===== src/rtl/prio_encoder_rr.sv =====
// Registered N-line priority encoder with a pending register and a valid/ready grant port.
// Selection is fixed (highest index wins) or round-robin, searching downward from the last grant.
module prio_encoder_rr #(
    parameter int N = 8,
    parameter int W = 3
) (
    input  logic         i_clk,
    input  logic         i_reset,
    input  logic         i_enable,
    input  logic         i_rr_mode,
    input  logic [N-1:0] i_req,
    output logic [W-1:0] o_out_idx,
    output logic         o_out_valid,
    input  logic         i_out_ready,
    output logic [N-1:0] o_pending,
    output logic         o_overflow
);

    logic [N-1:0] r_pending;
    logic [W-1:0] r_idx;
    logic [W-1:0] r_ptr;
    logic         r_valid;
    logic         r_overflow;

    logic [W-1:0] w_sel;
    logic [W-1:0] w_cand;
    logic         w_slotFree;
    logic         w_load;
    logic [N-1:0] w_clear;

    // Candidates are visited lowest-priority first so the last hit wins; the RR order
    // starts at (ptr-1) mod N and wraps below zero to N-1.
    always_comb begin
        w_sel  = '0;
        w_cand = '0;
        if (!i_rr_mode) begin
            for (int i = 0; i < N; i++) begin
                if (r_pending[i]) w_sel = W'(i);
            end
        end else begin
            for (int k = N - 1; k >= 0; k--) begin
                w_cand = W'((int'(r_ptr) + 2 * N - 1 - k) % N);
                if (r_pending[w_cand]) w_sel = w_cand;
            end
        end
    end

    assign w_slotFree = !r_valid || i_out_ready;
    assign w_load     = i_enable && w_slotFree && (r_pending != '0);
    assign w_clear    = w_load ? (N'(1) << w_sel) : '0;

    always_ff @(posedge i_clk) begin
        if (i_reset) begin
            r_pending  <= '0;
            r_idx      <= '0;
            r_ptr      <= '0;
            r_valid    <= 1'b0;
            r_overflow <= 1'b0;
        end else begin
            if (w_load) begin
                r_idx   <= w_sel;
                r_ptr   <= w_sel;
                r_valid <= 1'b1;
            end else if (r_valid && i_out_ready) begin
                r_valid <= 1'b0;
            end
            // A request landing on the bit being granted re-arms it rather than colliding.
            if (i_enable) begin
                r_pending <= (r_pending & ~w_clear) | i_req;
            end
            r_overflow <= i_enable && |(i_req & r_pending & ~w_clear);
        end
    end

    assign o_out_idx   = r_idx;
    assign o_out_valid = r_valid;
    assign o_pending   = r_pending;
    assign o_overflow  = r_overflow;

endmodule

===== config.mk =====
export PLATFORM = sky130hd
export DESIGN_NAME = prio_encoder_rr
export DESIGN_NICKNAME = d
export VERILOG_FILES = /design/src/rtl/prio_encoder_rr.sv
export SDC_FILE = /design/constraint.sdc
export NUM_CORES = 1
export LEC_CHECK = 0
export CAP_MARGIN = 10
export CORE_MARGIN = 3
export CORE_UTILIZATION = 54
export CTS_BUF_LIST = sky130_fd_sc_hd__clkbuf_8
export DETAILED_ROUTE_END_ITERATION = 16
export GPL_ROUTABILITY_DRIVEN = 0
export PLACE_DENSITY = 0.8
export SLEW_MARGIN = 20
export SYNTH_ARGS = -nofsm -noshare
export SYNTH_HDL_FRONTEND = slang
export SYNTH_SLANG_ARGS = --single-unit

===== constraint.sdc =====
create_clock -name i_clk -period 10.6 [get_ports i_clk]
set_input_delay 2.12 -clock i_clk [delete_from_list [all_inputs] [get_ports i_clk]]
set_output_delay 2.12 -clock i_clk [all_outputs]
set_load 0.01 [all_outputs]

**Word-level counts from Yosys, hierarchy flattened**

Cells that the tools add are included.

- Register bits: 13
- Logic and storage cells: 71
- Bits of input ports: 13
- Output and inout bits: 13

- Reductions and logical operators: 9
- Shift operators: 1
- Add/sub/neg operators: 9
- Magnitude comparators: 8
- Multiplexer cells: 35
- Bitwise gates (word level): 5

Operators with widths:

| cell | count |
|---|---|
| $mux W3 | 15 |
| $lt A3 B4 Y1 const B | 8 |
| $and A8 B8 Y8 | 3 |
| $bmux W1 S3 | 8 |
| $sub A3 B3 Y3 const B | 4 |
| $mux W1 | 11 |
| $mux W8 | 1 |
| $not A8 Y8 | 1 |
| $or A8 B8 Y8 | 1 |
| $reduce_bool A8 Y1 | 1 |
| $reduce_or A8 Y1 | 1 |
| $shl A1 B3 Y8 const A | 1 |
| $sub A3 B1 Y3 const B | 2 |
| $sub A3 B2 Y3 const B | 2 |
| $logic_and A1 B1 Y1 | 4 |
| $add A3 B1 Y3 const B | 1 |
| $reduce_bool A2 Y1 | 1 |
| $logic_not A1 Y1 | 1 |
| $logic_or A1 B1 Y1 | 1 |

**Longest topological paths before layout**

- Depth after elaboration: 20
- Depth in mapped cells: 17
- Mapped depth without buffers: 11

**Worst setup path after synthesis**

No wires, ideal clock.

- Path type: input port to flip-flop
- Start: in i_enable
- End: reg r_overflow (netlist: o_overflow)
- Path buffers: 1
- Stages: 7
- Required time: 10478 ps
- Setup time: 122 ps
- Setup slack: 6653 ps
- Arrival time: 3825 ps
- Cells stage by stage: clkbuf_1 > o21ai_0 > nor2b_1 > a21boi_1 > nor4b_1 > o22ai_1 > o311a_1

- Word-level cells in the longest chain between the ends: 7

Ends and longest elaborated chain:

| what | line | RTL |
|---|---|---|
| start, declared | 9 | `input logic i_enable,` |
| $logic_and A1 B1 Y1 (2 in series) | 49 | `assign w_load = i_enable && w_slotFree && (r_pending != '0);` |
| $mux W8 | 50 | `assign w_clear = w_load ? (N'(1) << w_sel) : '0;` |
| $not A8 Y8 | 71 | `r_overflow <= i_enable && \|(i_req & r_pending & ~w_clear);` |
| $and A8 B8 Y8 | 71 |  |
| $reduce_or A8 Y1 | 71 |  |
| $logic_and A1 B1 Y1 (*) | 71 |  |
| end signal, assigned | 71 |  |
| end, declared | 23 | `logic r_overflow;` |

Every way passes the cells marked *; elsewhere a longest branch is shown, timed or not.
A chain may end at the register's enable or synchronous reset.

==> flow_metrics.py <==
metrics = {
    "floorplan": {
        "ios": 26,
        "die_h_um": 62.8,
        "fp.dieArea_sq_mm": 0.00395,
        "core-area_sq_mm": 0.00292,
        "die_w_um": 62.8,
        "initial_core_util_pct": 59.6,
        "rows": 19,
    },
    "sta": {
        "rsz0062_at_grt": "false",
        "drv_slew": 0,
        "postLayoutSetupSlackWorst_ns": 5.14,
        "tightest_slew_ns": 0.953,
        "hold_viol": 0,
        "max_freq_mhz": 183,
        "fin_worst_skew_ns": 0.00543,
        "maxSlewHeadroom_pct": 36.4,
        "finalCritPeriodShare_pct": 51.5,
        "setup_violations": 0,
        "tns_ns": 0,
        "post-route-min-period_ns": 5.46,
    },
    "clock_network": {
        "clkSlewWorstSetupHoldPaths_ns": 0.06,
        "tritoncts": "built",
        "numCtsBuffers": 3,
        "cts_resized": 0,
        "cts.sinks": 13,
        "root_buffer": "clkbuf_8",
        "post_cts_buffers": 0,
        "cts_hold_buf": 0,
        "htree_levels": 1,
        "cts_buffer_depth": 2,
        "insertion_delay_ns": 0.25,
    },
    "power": {
        "vdd_drop_max_mv": 0.173,
        "p_total_mw": 0.485,
        "leakage_nw": 0.750,
        "p_per_area_mw_per_mm2": 245,
    },
    "worst_setup_path": {
        "critPathKind": "reg -> reg",
        "setup.worst_path.end_class": "flop",
        "worst-path-max-fanout": 24,
        "worstSetupStartpointType": "flop",
        "critPathSlowestCell": "ha_1",
        "crit_buf_inv": 1,
        "cpPeakStageDelay_ns": 1.05,
        "crit_top_cell": "nor3_2",
        "r2r_end": "o_overflow",
        "arrival_ns": 5.61,
        "worst-r2r-cell-count": 11,
        "rrSetupSlack_ns": 5.14,
        "critPathTopFamily": "simple AND/OR/NAND/NOR gates",
        "worstPathCellList": "inv_1, ha_1, mux4_2, mux2_2, or2_1, o311ai_2, nor3_2, nor3_2, nor4bb_1, o41ai_1, o311a_1",
        "timing.rr.start": "o_out_idx[0]",
        "crit_required_ns": 10.74,
    },
    "synthesis": {
        "synth_edf_count": 0,
        "ys_types": 59,
        "synth_commonest_cells": "nand2_1 (27), a21oi_1 (17), o21ai_0 (15)",
        "yosysTopAreaCell": "dfxtp_1",
        "syn-instance-count": 217,
        "synth_area_leaders": "dfxtp_1 (15%), mux4_2 (12%), mux2i_1 (6.3%)",
        "netlist_area_sq_mm": 0.00174,
        "synth.avg_cell_area_sq_um": 8.03,
        "ys_warn_count": 0,
        "synth-async-reset-ratio_pct": 0,
        "synth_flop_cell": "dfxtp_1",
        "yosysSeqAreaShare_pct": 14.9,
        "synth-seq-cells": 13,
        "synth.top_cell.area_share_pct": 14.9,
        "synth_nets": 232,
        "synth.most_common_cell": "nand2_1",
    },
    "detailed_routing": {
        "firstDrtPassIters": 5,
        "antenna_left": 0,
        "routed_wl_mm": 4.72,
        "routed_via_density": 6.54,
        "num_vias": 1754,
        "drtIter0Drc": 182,
        "drc_errors": 0,
        "post_drt_wl_per_cell_um": 17.6,
    },
    "place": {
        "port_buffers": 25,
        "dp_slack_ns": 5.22,
        "dp_hpwl_mm": 3.41,
        "post-place-cells": 264,
    },
    "layout": {
        "post-route-util_pct": 67.6,
        "syn2layout_area_growth_pct": 13.4,
        "antenna_cells": 0,
        "final_layout_size_suffix_gt1_share_pct": 12.8,
        "fin_cells": 268,
        "nets": 242,
    },
    "global_routing": {
        "grt_first_pass_wirelength_mm": 8.07,
        "grt_util_met3_pct": 4.32,
        "top_usage_layer": "met2",
        "antenna_found_initial": 0,
        "grt_pass1_vias": 1667,
        "grt_max_degree": 25,
        "use_met1_pct": 36.2,
        "met2_usage_pct": 38.5,
        "grt_use_total_pct": 25.0,
        "gr-total-overflow": 0,
    },
    "job": {
        "drv_cap": 0,
    },
    "run_status": {
        "status": "complete, no violations",
    },
    "worst_hold_path": {
        "worst_hold_path.num_cells": 2,
        "hp-start": "o_out_valid",
        "hold_path.class": "reg -> reg",
        "worstHoldEndpoint": "o_out_valid",
    },
}
-- worst min-delay path: stages, from the launching register on --
cell      delay (ns)
dfxtp_1         0.31
nand2b_1        0.08
a21oi_1         0.06
-- report_power, final --
group | leakage, nW | total [mW] | switching (mW) | internal (mW)
combinational | 0.617 | 0.363 | 0.195 | 0.168
clock | 0.0255 | 0.0455 | 0.0195 | 0.0260
sequential | 0.108 | 0.0765 | 0.0210 | 0.0556
-- cell families after synthesis --
| kind of cell | count (synthesis) | synth area share, % |
|---|---|---|
| simple gates | 77 | 22.7 |
| compound gates | 64 | 25.2 |
| buf+inv | 28 | 8.33 |
| mux | 28 | 23.3 |
| flops | 13 | 14.9 |
| xor+xnor | 5 | 4.09 |
| fa+ha+maj | 2 | 1.44 |
-- flip-flops by register name, indices dropped and copies added (netlist names) --
name and cells:
o_out_idx 3, o_out_valid 1, o_overflow 1, o_pending 8
-- routing by layer --
| metal | routed length, um | vias up |
|---|---|---|
| met5 | 0 | - |
| met4 | 49 | 0 |
| met3 | 441 | 6 |
| met2 | 2210 | 110 |
| met1 | 2010 | 820 |
| li1 | - | 818 |
-- cells in the final DEF, fill, tap and decap left out, types with 3 or more instances in the layout --
master	instances
dfxtp_1	13
nor2b_1	5
clkbuf_8	3
a22oi_1	4
nand2_1	27
mux2_2	7
and2_1	4
inv_1	8
a21oi_1	17
mux4_2	9
nor3_1	6
clkdlybuf4s50_1	25
nor2_1	14
o21ai_0	15
o211a_1	3
nand2b_1	4
mux2i_1	11
-- area by class of cell --
type	instances	area, sq um
timing repair buffer	25	250
clock inverter	1	5.00
sequential	13	260
clock buffer	3	41.3
fill	256	947
inverter	8	30.0
tap	42	52.6
multi-input combinational	176	1340
-- worst max-delay path by stage --
stage | slack (ns) | to | startpoint | cells past startpoint
4_1_cts | 5.21 | o_overflow | o_out_idx[0] | 11
6_report | 5.14 | o_overflow | o_out_idx[0] | 11
3_3_place_gp | 5.46 | o_overflow | o_out_idx[0] | 11
2_1_floorplan | 6.65 | o_overflow | i_enable | 7
5_1_grt | 4.80 | o_overflow | o_out_idx[0] | 11
3_5_place_dp | 5.22 | o_overflow | o_out_idx[0] | 11
-- through the flow --
| step | instance area [sq um] | hold slack [ns] |
|---|---|---|
| finish | 1980 | 0.500 |
| global route | 1980 | 0.569 |
| CTS | 1980 | 0.501 |
| detailed placement | 1930 | 0.488 |
| global placement | 1930 | 0.476 |
| floorplan | 1740 | 0.505 |
Note: power is estimated with default switching activity, not from simulation.
